==> src/rtl/mips_pkg.sv <==
// Shared types and sizes for the GPR writeback controller.
// Holds the default FIFO depth, register address/data widths and request structs.
// Used by the interface, the writeback FIFO and the controller top.
package mips_pkg;

  localparam int DEPTH_DEF = 4;
  localparam int REG_AW    = 5;
  localparam int DATA_W    = 32;

  typedef logic [REG_AW-1:0] reg_addr_t;
  typedef logic [DATA_W-1:0] reg_data_t;

  // One pending register-file write.
  typedef struct packed {
    reg_addr_t addr;
    reg_data_t data;
  } wb_req_t;

  // Result of a bypass lookup for one read port.
  typedef struct packed {
    logic      hit;
    reg_data_t data;
  } fwd_t;

  // Register 0 is hardwired; writes and lookups to it are ignored.
  function automatic logic addr_live(reg_addr_t a);
    return a != '0;
  endfunction

endpackage

==> src/rtl/gpr_wb_ctrl_if.sv <==
// Bundle of request, write-port, bypass and status signals around gpr_wb_ctrl.
// master = pipeline/multi-cycle-unit side, slave = the controller.
// DEPTH must match the controller instance so that pending has the right width.
interface gpr_wb_ctrl_if
  import mips_pkg::*;
#(
  parameter int DEPTH = DEPTH_DEF
) ();

  localparam int CW = $clog2(DEPTH) + 1;

  // Pipeline writeback (never stalled)
  logic      a_valid;
  reg_addr_t a_addr;
  reg_data_t a_data;

  // Multi-cycle unit writeback (valid/ready)
  logic      b_valid;
  logic      b_ready;
  reg_addr_t b_addr;
  reg_data_t b_data;

  // Register-file write port
  logic      wr;
  reg_addr_t waddr;
  reg_data_t wd;

  // Bypass
  reg_addr_t raddr0;
  reg_addr_t raddr1;
  logic      fwd_hit0;
  logic      fwd_hit1;
  reg_data_t fwd_data0;
  reg_data_t fwd_data1;

  // FIFO occupancy, squashed entries included
  logic [CW-1:0] pending;

  modport master (
    output a_valid, a_addr, a_data,
    output b_valid, b_addr, b_data,
    output raddr0, raddr1,
    input  b_ready, wr, waddr, wd,
    input  fwd_hit0, fwd_hit1, fwd_data0, fwd_data1,
    input  pending
  );

  modport slave (
    input  a_valid, a_addr, a_data,
    input  b_valid, b_addr, b_data,
    input  raddr0, raddr1,
    output b_ready, wr, waddr, wd,
    output fwd_hit0, fwd_hit1, fwd_data0, fwd_data1,
    output pending
  );

endinterface

==> src/rtl/wb_fifo.sv <==
// Pending-writeback FIFO with per-entry squash flags and an age-ordered view for bypass.
// Latency: push visible at head/count one cycle later; pop and squash take effect on the next edge.
// Backpressure: none internally; caller must not push when full_o or pop when empty_o.
module wb_fifo
  import mips_pkg::*;
#(
  parameter int DEPTH = DEPTH_DEF
) (
  input  logic                      clk,
  input  logic                      rst_n,
  input  logic                      push_i,
  input  wb_req_t                   push_dat_i,
  input  logic                      pop_i,
  input  logic                      sq_vld_i,
  input  reg_addr_t                 sq_addr_i,
  output wb_req_t                   head_o,
  output logic                      head_sq_o,
  output logic                      empty_o,
  output logic                      full_o,
  output logic [$clog2(DEPTH):0]    count_o,
  output wb_req_t [DEPTH-1:0]       ord_dat_o,
  output logic [DEPTH-1:0]          ord_live_o
);

  localparam int PW = $clog2(DEPTH);
  localparam int CW = PW + 1;

  wb_req_t [DEPTH-1:0] mem_q;
  logic [DEPTH-1:0]    sq_q, sq_d;
  logic [PW-1:0]       rd_ptr_q, wr_ptr_q;
  logic [CW-1:0]       cnt_q;

  // Squash every stored entry matching the younger A write; a slot being filled
  // this cycle always starts unsquashed, so a same-cycle B survives.
  always_comb begin
    sq_d = sq_q;
    if (sq_vld_i) begin
      for (int i = 0; i < DEPTH; i++) begin
        if (mem_q[i].addr == sq_addr_i) sq_d[i] = 1'b1;
      end
    end
    if (push_i) sq_d[wr_ptr_q] = 1'b0;
  end

  // Pointers, occupancy and squash flags; pointers wrap naturally (DEPTH is a power of two).
  always_ff @(posedge clk or negedge rst_n) begin
    if (!rst_n) begin
      rd_ptr_q <= '0;
      wr_ptr_q <= '0;
      cnt_q    <= '0;
      sq_q     <= '0;
    end else begin
      sq_q <= sq_d;
      if (push_i) wr_ptr_q <= wr_ptr_q + 1'b1;
      if (pop_i)  rd_ptr_q <= rd_ptr_q + 1'b1;
      case ({push_i, pop_i})
        2'b10:   cnt_q <= cnt_q + 1'b1;
        2'b01:   cnt_q <= cnt_q - 1'b1;
        default: cnt_q <= cnt_q;
      endcase
    end
  end

  // Payload storage; contents are only meaningful below cnt_q, so no reset needed.
  always_ff @(posedge clk) begin
    if (push_i) mem_q[wr_ptr_q] <= push_dat_i;
  end

  // Oldest-first view: index 0 is the head, higher indices are younger.
  always_comb begin
    ord_dat_o  = '0;
    ord_live_o = '0;
    for (int i = 0; i < DEPTH; i++) begin
      ord_dat_o[i]  = mem_q[rd_ptr_q + PW'(i)];
      ord_live_o[i] = (CW'(i) < cnt_q) && !sq_q[rd_ptr_q + PW'(i)];
    end
  end

  assign head_o    = mem_q[rd_ptr_q];
  assign head_sq_o = sq_q[rd_ptr_q];
  assign empty_o   = (cnt_q == '0);
  assign full_o    = (cnt_q == CW'(DEPTH));
  assign count_o   = cnt_q;

endmodule

==> src/rtl/gpr_wb_ctrl.sv <==
// GPR writeback arbiter: pipeline (A) beats the FIFO'd multi-cycle unit (B) onto one write port.
// Latency: accepted request drives wr/waddr/wd the next cycle; bypass outputs are combinational.
// Backpressure: A never stalls; b_ready drops only while the FIFO is full. Bypass built with GPR_WB_FWD_EN.
module gpr_wb_ctrl
  import mips_pkg::*;
#(
  parameter int DEPTH = DEPTH_DEF
) (
  input  logic          clk,
  input  logic          rst_n,
  gpr_wb_ctrl_if.slave  bus
);

  logic                   a_wr, b_push, pop, head_wr;
  logic                   head_sq, empty, full;
  wb_req_t                push_dat, head;
  logic [$clog2(DEPTH):0] cnt;
  wb_req_t [DEPTH-1:0]    ord_dat;
  logic [DEPTH-1:0]       ord_live;

  logic      wr_q, wr_d;
  reg_addr_t waddr_q, waddr_d;
  reg_data_t wd_q, wd_d;

  assign a_wr     = bus.a_valid && addr_live(bus.a_addr);
  assign b_push   = bus.b_valid && !full && addr_live(bus.b_addr);
  assign push_dat = '{addr: bus.b_addr, data: bus.b_data};

  // A squashed head is dead weight and leaves immediately; a live head waits for a free port.
  assign pop      = !empty && (head_sq || !a_wr);
  assign head_wr  = pop && !head_sq;

  wb_fifo #(.DEPTH(DEPTH)) u_fifo (
    .clk        (clk),
    .rst_n      (rst_n),
    .push_i     (b_push),
    .push_dat_i (push_dat),
    .pop_i      (pop),
    .sq_vld_i   (a_wr),
    .sq_addr_i  (bus.a_addr),
    .head_o     (head),
    .head_sq_o  (head_sq),
    .empty_o    (empty),
    .full_o     (full),
    .count_o    (cnt),
    .ord_dat_o  (ord_dat),
    .ord_live_o (ord_live)
  );

  // Choose what lands on the write port next cycle; address/data hold when idle.
  always_comb begin
    wr_d    = 1'b0;
    waddr_d = waddr_q;
    wd_d    = wd_q;
    if (a_wr) begin
      wr_d    = 1'b1;
      waddr_d = bus.a_addr;
      wd_d    = bus.a_data;
    end else if (head_wr) begin
      wr_d    = 1'b1;
      waddr_d = head.addr;
      wd_d    = head.data;
    end
  end

  // Write-port register.
  always_ff @(posedge clk or negedge rst_n) begin
    if (!rst_n) begin
      wr_q    <= 1'b0;
      waddr_q <= '0;
      wd_q    <= '0;
    end else begin
      wr_q    <= wr_d;
      waddr_q <= waddr_d;
      wd_q    <= wd_d;
    end
  end

  assign bus.wr      = wr_q;
  assign bus.waddr   = waddr_q;
  assign bus.wd      = wd_q;
  assign bus.b_ready = !full;
  assign bus.pending = cnt;

`ifdef GPR_WB_FWD_EN
  // Youngest live FIFO entry wins, then the write-port register, else miss.
  function automatic fwd_t fwd_lookup(
    input reg_addr_t           ra,
    input wb_req_t [DEPTH-1:0] dat,
    input logic [DEPTH-1:0]    live,
    input logic                pwr,
    input reg_addr_t           pa,
    input reg_data_t           pd
  );
    fwd_t r;
    r = '0;
    if (addr_live(ra)) begin
      if (pwr && pa == ra) begin
        r.hit  = 1'b1;
        r.data = pd;
      end
      for (int i = 0; i < DEPTH; i++) begin
        if (live[i] && dat[i].addr == ra) begin
          r.hit  = 1'b1;
          r.data = dat[i].data;
        end
      end
    end
    return r;
  endfunction

  fwd_t f0, f1;

  // Per-read-port bypass lookup.
  always_comb begin
    f0 = fwd_lookup(bus.raddr0, ord_dat, ord_live, wr_q, waddr_q, wd_q);
    f1 = fwd_lookup(bus.raddr1, ord_dat, ord_live, wr_q, waddr_q, wd_q);
  end

  assign bus.fwd_hit0  = f0.hit;
  assign bus.fwd_data0 = f0.data;
  assign bus.fwd_hit1  = f1.hit;
  assign bus.fwd_data1 = f1.data;
`else
  logic unused_fwd;
  assign unused_fwd    = ^{ord_dat, ord_live, bus.raddr0, bus.raddr1};
  assign bus.fwd_hit0  = 1'b0;
  assign bus.fwd_data0 = '0;
  assign bus.fwd_hit1  = 1'b0;
  assign bus.fwd_data1 = '0;
`endif

endmodule

==> src/flat_wrapper.sv <==
// flat-port wrapper written by rule: the top's interface ports become plain ports
module gpr_wb_ctrl_flat import mips_pkg::*;
#(
  parameter int DEPTH = DEPTH_DEF
)
  (clk, rst_n, bus_a_valid, bus_a_addr, bus_a_data, bus_b_valid, bus_b_addr, bus_b_data, bus_raddr0, bus_raddr1, bus_b_ready, bus_wr, bus_waddr, bus_wd, bus_fwd_hit0, bus_fwd_hit1, bus_fwd_data0, bus_fwd_data1, bus_pending);
  gpr_wb_ctrl_if #(.DEPTH(DEPTH)) bus_i ();
  input  logic clk;
  input  logic rst_n;
  input wire logic [$bits(bus_i.a_valid)-1:0] bus_a_valid;
  input wire logic [$bits(bus_i.a_addr)-1:0] bus_a_addr;
  input wire logic [$bits(bus_i.a_data)-1:0] bus_a_data;
  input wire logic [$bits(bus_i.b_valid)-1:0] bus_b_valid;
  input wire logic [$bits(bus_i.b_addr)-1:0] bus_b_addr;
  input wire logic [$bits(bus_i.b_data)-1:0] bus_b_data;
  input wire logic [$bits(bus_i.raddr0)-1:0] bus_raddr0;
  input wire logic [$bits(bus_i.raddr1)-1:0] bus_raddr1;
  output wire logic [$bits(bus_i.b_ready)-1:0] bus_b_ready;
  output wire logic [$bits(bus_i.wr)-1:0] bus_wr;
  output wire logic [$bits(bus_i.waddr)-1:0] bus_waddr;
  output wire logic [$bits(bus_i.wd)-1:0] bus_wd;
  output wire logic [$bits(bus_i.fwd_hit0)-1:0] bus_fwd_hit0;
  output wire logic [$bits(bus_i.fwd_hit1)-1:0] bus_fwd_hit1;
  output wire logic [$bits(bus_i.fwd_data0)-1:0] bus_fwd_data0;
  output wire logic [$bits(bus_i.fwd_data1)-1:0] bus_fwd_data1;
  output wire logic [$bits(bus_i.pending)-1:0] bus_pending;
  assign bus_i.a_valid = bus_a_valid;
  assign bus_i.a_addr = bus_a_addr;
  assign bus_i.a_data = bus_a_data;
  assign bus_i.b_valid = bus_b_valid;
  assign bus_i.b_addr = bus_b_addr;
  assign bus_i.b_data = bus_b_data;
  assign bus_i.raddr0 = bus_raddr0;
  assign bus_i.raddr1 = bus_raddr1;
  assign bus_b_ready = bus_i.b_ready;
  assign bus_wr = bus_i.wr;
  assign bus_waddr = bus_i.waddr;
  assign bus_wd = bus_i.wd;
  assign bus_fwd_hit0 = bus_i.fwd_hit0;
  assign bus_fwd_hit1 = bus_i.fwd_hit1;
  assign bus_fwd_data0 = bus_i.fwd_data0;
  assign bus_fwd_data1 = bus_i.fwd_data1;
  assign bus_pending = bus_i.pending;
  gpr_wb_ctrl #(.DEPTH(DEPTH)) u_core (.clk(clk), .rst_n(rst_n), .bus(bus_i));
endmodule
==> config.mk <==
export PLATFORM = sky130hd
export DESIGN_NAME = gpr_wb_ctrl_flat
export DESIGN_NICKNAME = d
export VERILOG_FILES = /design/src/rtl/mips_pkg.sv /design/src/rtl/gpr_wb_ctrl_if.sv /design/src/rtl/wb_fifo.sv /design/src/rtl/gpr_wb_ctrl.sv /design/src/flat_wrapper.sv
export SDC_FILE = /design/constraint.sdc
export NUM_CORES = 1
export LEC_CHECK = 0
export ABC_AREA = 1
export ABC_CLOCK_PERIOD_IN_PS = 2850
export CORE_UTILIZATION = 47
export CTS_CLUSTER_SIZE = 20
export DETAILED_ROUTE_END_ITERATION = 8
export PLACE_DENSITY = 0.82
export SETUP_SLACK_MARGIN = 0.02
export SKIP_CTS_REPAIR_TIMING = 1
export SLEW_MARGIN = 20
export SYNTH_ARGS = -nofsm -noshare
export SYNTH_HDL_FRONTEND = slang
export SYNTH_SLANG_ARGS = --single-unit
==> constraint.sdc <==
create_clock -name clk -period 2.85 [get_ports clk]
set_input_delay 0.285 -clock clk [delete_from_list [all_inputs] [get_ports clk]]
set_output_delay 0.285 -clock clk [all_outputs]
set_load 0.02 [all_outputs]
==> results of run 1 <==
## per-stage QoR
stage	utilization [%]	setup TNS (ns)	instance area (sq um)	std cells	total power, mW
detailed placement	54.7	0	10700	1378	8.68
finish	57.6	0	11300	1411	10.9
CTS	57.6	0	11300	1410	11.0
global route	57.6	0	11300	1411	11.7
floorplan	-	-47.20	9710	1085	7.19
global placement	54.7	0	10700	1378	8.54
## cell usage after synthesis
cell,n,area [sq um]
nor2_2,1,6.26
edfxtp_1,148,4440
buf_6,3,33.8
or2_2,32,200
dfrtp_1,49,1230
inv_2,2,7.51
buf_1,2,7.51
o21ai_0,2,10.0
nand3_4,1,17.5
nand3_1,119,596
xnor2_1,1,8.76
conb_1,1,3.75
nand2_1,445,1670
a21oi_1,6,30.0
ha_1,5,62.6
nor2_1,15,56.3
fa_1,1,20.0
nand2_4,1,11.3
clkbuf_1,11,41.3
buf_2,22,110
inv_1,68,255
nor2_4,1,11.3
buf_4,76,571
nand3b_1,1,7.51
xor2_1,7,61.3
## power by group through the flow
stage | combinational [mW] | clock (mW) | sequential [mW]
4_1_cts | 4.41 | 2.35 | 4.24
6_report | 4.37 | 2.31 | 4.25
3_5_place_dp | 4.39 | 0 | 4.29
5_1_grt | 4.90 | 2.46 | 4.31
2_1_floorplan | 2.63 | 0 | 4.56
3_3_place_gp | 4.27 | 0 | 4.27
## worst max path at each step
stage | start | endpoint | slack, ns | cells past startpoint
3_5_place_dp | bus_a_addr[2] | u_core.bus.wd[0] | 0.20 | 8
5_1_grt | u_core.u_fifo.rd_ptr_q[0] | u_core.u_fifo.count_o[2] | 0.25 | 13
6_report | u_core.u_fifo.rd_ptr_q[0] | u_core.u_fifo.count_o[2] | 0.52 | 13
2_1_floorplan | u_core.u_fifo.count_o[0] | u_core.u_fifo.mem_q[0] | -0.32 | 4
4_1_cts | u_core.u_fifo.rd_ptr_q[0] | u_core.u_fifo.count_o[2] | 0.51 | 13
3_3_place_gp | bus_a_addr[2] | u_core.bus.wd[7] | 0.24 | 8
## critical path, stage by stage, from the launching register on
cell and delay, ns:
dfrtp_4 0.62, inv_2 0.13, nand2_1 0.07, nand3_1 0.07
nand2_1 0.07, nand2_1 0.11, nand2_1 0.10, inv_1 0.08
ha_1 0.14, inv_1 0.06, fa_1 0.37, a21oi_1 0.14
o21ai_0 0.11, xor2_1 0.15
## registers in the layout, indices dropped and copies added (netlist names)
name / count
u_core.u_fifo.mem_q: 148
u_core.u_fifo.wr_ptr_q: 2
u_core.bus.wr: 1
u_core.u_fifo.count_o: 3
u_core.bus.waddr: 5
u_core.u_fifo.rd_ptr_q: 2
u_core.bus.wd: 32
u_core.u_fifo.sq_q: 4
## routing by layer
metal | vias up | wire length (microns) | track usage, % | share of wire [%]
met1 | 3279 | 8870 | 27.0 | 41
li1 | 3339 | - | - | -
met4 | 0 | 475 | 8.68 | 2.2
met2 | 316 | 10500 | 38.3 | 49
met5 | - | 0 | 0 | 0
met3 | 42 | 1600 | 4.60 | 7.4
## logic make-up after synthesis
group                    count (synthesis)
AND/OR/NAND/NOR                        616
flip-flops                             197
buffers and inverters                  184
AO/OA/AOI/OAI                            8
XOR/XNOR                                 8
adder cells (fa/ha/maj)                  6
other                                    1
## layout make-up
type                            count  area, sq um
Timing Repair Buffer              143         1400
Clock inverter                     10         97.6
Fill cell                        1631         8300
Sequential cell                   197         5680
Clock buffer                       22          474
Multi-Input combinational cell    704         3050
Tap cell                          265          332
Inverter                           70          263
==> results.sh, run 1 <==
export IMPL_r2r_end="u_core.u_fifo.count_o[2]"
export IMPL_rsz0062_at_grt="no"
export IMPL_dieArea_sq_mm=0.0207
export IMPL_finalSetupViolCount=0
export IMPL_grt_pass1_vias=6662
export IMPL_clk_latency_ns=0.44
export IMPL_slew_violations=0
export IMPL_area_growth_syn_to_layout_pct=19.3
export IMPL_power_density_mw_per_mm2=967
export IMPL_power_frac_clock_pct=21.1
export IMPL_synthDistinctLibCells=25
export IMPL_cp_start_kind="flop"
export IMPL_seq_power_share_pct=38.9
export IMPL_reg2reg_from="u_core.u_fifo.rd_ptr_q[0]"
export IMPL_min_period_ns=2.33
export IMPL_cts_tree="yes"
export IMPL_drc=0
export IMPL_antenna_found_initial=0
export IMPL_ys_ff_latch=197
export IMPL_grt_pass1_wl_microns=33800
export IMPL_p_leak_nw=5.13
export IMPL_slew_headroom_pct=40.1
export IMPL_worst_path_max_fanout=29
export IMPL_holdWs_ns=0.343
export IMPL_synth_cells=1020
export IMPL_cp_arrival_ns=2.65
export IMPL_p_switching_mw=4.18
export IMPL_final_period_utilization_pct=81.9
export IMPL_antenna_diode_count=0
export IMPL_cts_buffer_depth=2
export IMPL_overflow=0
export IMPL_end_kind="flop"
export IMPL_min_path_cells=6
export IMPL_ir_drop_mv=0.814
export IMPL_finalHoldViolCount=0
export IMPL_p_comb_share_pct=40.0
export IMPL_io_pins=196
export IMPL_crit_required_ns=3.16
export IMPL_min_to="u_core.u_fifo.rd_ptr_q[0]"
export IMPL_track_usage_pct=22.1
export IMPL_yosys_area_share_adder_pct=0.872
export IMPL_synth_top_family_by_area="simple AND/OR/NAND/NOR gates"
export IMPL_drive_gt1_share_pct=8.73
export IMPL_outcome="finished clean"
export IMPL_dr_first_iter_drc_count=546
export IMPL_vias=6976
export IMPL_path_clk_slew_ns=0.07
export IMPL_fin_worst_skew_ns=0.00903
export IMPL_wl_per_cell_microns=15.2
export IMPL_r2r_setup_slack_ns=0.52
export IMPL_final_common_cell="nand2_1"
export IMPL_root_buffer="clkbuf_16"
export IMPL_synth_compound_area_share_pct=0.423
export IMPL_die_h_microns=144
export IMPL_fin_ws_ns=0.516
export IMPL_drt_first_pass_iters=6
export IMPL_via_per_inst=4.94
export IMPL_yosys_area_share_simple_pct=27.2
export IMPL_synth_area_sq_mm=0.00947
export IMPL_r2r_cells=13
export IMPL_htreeDepth=4
export IMPL_place_gp_congestion=0.831
export IMPL_min_from="bus_a_valid"
export IMPL_worst_setup_path_type="flop to flop"
export IMPL_cap_violations=0
export IMPL_synthXorXnorAreaFrac_pct=0.740
export IMPL_worstMarginPinSlew_ns=0.896
export IMPL_routed_wirelength_microns=21500
export IMPL_num_rows=51
export IMPL_nets=1227
export IMPL_dp_slack_ns=0.197
export IMPL_coreArea_sq_mm=0.0196
export IMPL_sw_frac_of_total_pct=38.2
export IMPL_synthMuxAreaShare_pct=0
export IMPL_dp_final_hpwl_microns=13300
export IMPL_yosysSeqAreaShare_pct=59.9
export IMPL_numCtsBuffers=17
export IMPL_syn_area_per_cell_sq_um=9.28
export IMPL_port_buffers=119
export IMPL_fmax_ghz=0.428
export IMPL_initial_utilization_pct=48.3
export IMPL_hp_class="input pin to flop"
export IMPL_dieWidth_microns=144
export IMPL_grt_max_degree=84
export IMPL_yosys_warnings=0
export IMPL_drtAntennaViolNets=0
export IMPL_final_cell_mix="444 x nand2_1, 148 x edfxtp_1, 119 x nand3_1"
export IMPL_p_int_mw=6.75
export IMPL_clock_sinks=197
Power figures use the tool's default switching activity.
==> run 2: changes to the inputs <==
Settings changed: ABC_CLOCK_PERIOD_IN_PS 2850 to 2200, CORE_UTILIZATION 47 to 49.
Clock period 2.85 ns to 2.2 ns, I/O delays scaled along.
==> run 2 against run 1 <==
Sequential power increased by 28%. Combinational power increased by 38%. Fmax increased by 13%. Clock skew increased by 0.0043 ns. Global-route usage increased by 0.19 points. Cell count increased by 0.71%. Die area decreased by 4.0%. Clock power increased by 38%. Critical endpoint unchanged.
==> results.sh, run 2 (synthesis gave the netlist of run 1 again) <==
export IMPL_antenna_found_initial=0
export IMPL_placed_cells=1389
export IMPL_cp_start_kind="flop"
export IMPL_root_buffer="clkbuf_16"
export IMPL_top_register="u_core.u_fifo.mem_q"
export IMPL_slew_headroom_pct=55.9
export IMPL_numCtsBuffers=17
export IMPL_clock_sinks=197
export IMPL_dp_final_hpwl_microns=13900
export IMPL_seq_area_sq_mm=0.00567
export IMPL_finalSetupViolCount=0
export IMPL_htreeDepth=4
export IMPL_dieWidth_microns=141
export IMPL_initial_utilization_pct=50.3
export IMPL_area_growth_syn_to_layout_pct=21.6
export IMPL_ir_drop_mv=0.918
export IMPL_num_rows=50
export IMPL_vias=6973
export IMPL_cap_violations=0
export IMPL_final_common_cell="nand2_1"
export IMPL_p_leak_nw=5.25
export IMPL_overflow=0
export IMPL_power_density_mw_per_mm2=1270
export IMPL_hp_class="input pin to asynchronous set/reset pin"
export IMPL_port_buffers=119
export IMPL_multi_input_area_sq_mm=0.00306
export IMPL_drtAntennaViolNets=0
export IMPL_place_gp_congestion=0.875
export IMPL_rsz0062_at_grt="no"
export IMPL_coreArea_sq_mm=0.0188
export IMPL_via_per_inst=4.91
export IMPL_routed_wirelength_microns=21300
export IMPL_clk_latency_ns=0.43
export IMPL_grtUsageMet1_pct=26.5
export IMPL_drc=0
export IMPL_finalHoldViolCount=0
export IMPL_critPathMaxStageDelay_ns=0.45
export IMPL_end_kind="flop"
export IMPL_grt_pass1_vias=6568
export IMPL_cts_tree="yes"
export IMPL_dr_first_iter_drc_count=604
export IMPL_path_clk_slew_ns=0.07
export IMPL_final_cell_mix="445 x nand2_1, 148 x edfxtp_1, 117 x nand3_1, 117 x clkdlybuf4s50_1, 68 x inv_1"
export IMPL_cts_buffer_depth=2
export IMPL_track_usage_pct=22.3
export IMPL_crit_top_cell="nand2_1"
export IMPL_nets=1243
export IMPL_min_period_ns=2.07
export IMPL_grt_pass1_wl_microns=33500
export IMPL_dieArea_sq_mm=0.0199
export IMPL_cp_arrival_ns=2.38
export IMPL_fmax_ghz=0.482
export IMPL_fin_cells=1421
export IMPL_antenna_diode_count=0
export IMPL_crit_slowest_cell="dfrtp_2"
export IMPL_io_pins=196
export IMPL_worst_path_max_fanout=6
export IMPL_grtUsageMet3_pct=4.18
export IMPL_worst_setup_path_type="flop to flop"
export IMPL_outcome="finished clean"
export IMPL_drt_first_pass_iters=5
export IMPL_worstPathCellList="inv_2 > nand2_1 > nand3_1 > nand2_1 > nand2_1 > nand2_1 > inv_1 > ha_1 > inv_1 > fa_1 > a21oi_1 > o21ai_0 > xor2_1"
export IMPL_wl_per_cell_microns=15.0
export IMPL_grt_max_degree=54
export IMPL_die_h_microns=141
export IMPL_top_usage_layer="met2"
export IMPL_n_fill_cell=1493
export IMPL_slew_violations=0
export IMPL_drive_gt1_share_pct=10.1
export IMPL_power_total_mw=14.6
export IMPL_met2_usage_pct=39.7
export IMPL_crit_required_ns=2.50
export IMPL_largest_reg_flops=148
export IMPL_worstMarginPinSlew_ns=0.662
export IMPL_final_period_utilization_pct=94.2
export IMPL_fin_worst_skew_ns=0.0133
==> run 2: area by class of cell <==
class	instances	share of cell area (%)
multi-input cells	704	26.6
well taps	260	2.82
clock buffers	18	3.81
repair buffers	159	13.8
flip-flops and latches	197	49.2
clock inverters	13	1.48
inverters	70	2.28
==> run 2: where the power goes <==
| group | switching (mW) | total, mW | internal, mW |
|---|---|---|---|
| combinational | 3.81 | 6.03 | 2.22 |
| clock | 1.35 | 3.19 | 1.84 |
| sequential | 0.385 | 5.42 | 5.03 |
==> run 2: per-layer routing <==
layer  routed length (microns)  up-vias  part of all wire [%]
met5                         0        -                     0
met4                       432        0                   2.0
met3                      1490       39                   7.0
met2                     10900      325                    51
met1                      8490     3235                    40
li1                          -     3374                     -
==> run 2: final timing paths <==
| check | start | to | slack, ns | cells past startpoint |
|---|---|---|---|---|
| setup / recovery | u_core.u_fifo.rd_ptr_q[0] | u_core.u_fifo.count_o[2] | 0.13 | 13 |
| max in group asynchronous | rst_n | u_core.bus.wd[13] | 1.26 | 3 |
| hold / removal | rst_n | u_core.bus.waddr[1] | 0.36 | 2 |
| setup reg to reg | u_core.u_fifo.rd_ptr_q[0] | u_core.u_fifo.count_o[2] | 0.13 | 13 |
| hold reg to reg | u_core.bus.wd[0] | u_core.bus.wd[0] | 0.51 | 2 |
| min in group clk | bus_a_valid | u_core.u_fifo.rd_ptr_q[1] | 0.38 | 7 |
==> run 2: through the flow <==
step / setup TNS (ns) / hold slack (ns) / util, % / setup slack [ns] / instance area (sq um)
6_report: 0 / 0.362 / 61.2 / 0.127 / 11500
3_3_place_gp: -0.0979 / 0.283 / 57.9 / -0.0979 / 10900
3_5_place_dp: -0.389 / 0.290 / 57.9 / -0.148 / 10900
5_1_grt: 0 / 0.398 / 61.2 / 0.0288 / 11500
4_1_cts: 0 / -0.163 / 61.1 / 0.126 / 11500
2_1_floorplan: 0 / -0.0756 / - / 0.0981 / 9760
==> run 2: worst max-delay path: cells and delay by family, from the launching register on <==
family / cells / cell delay [ns]
AO/OA/AOI/OAI: 2 / 0.27
adder cells (fa/ha/maj): 2 / 0.51
AND/OR/NAND/NOR: 5 / 0.36
buffers and inverters: 3 / 0.21
XOR/XNOR: 1 / 0.16
flip-flops: 1 / 0.45
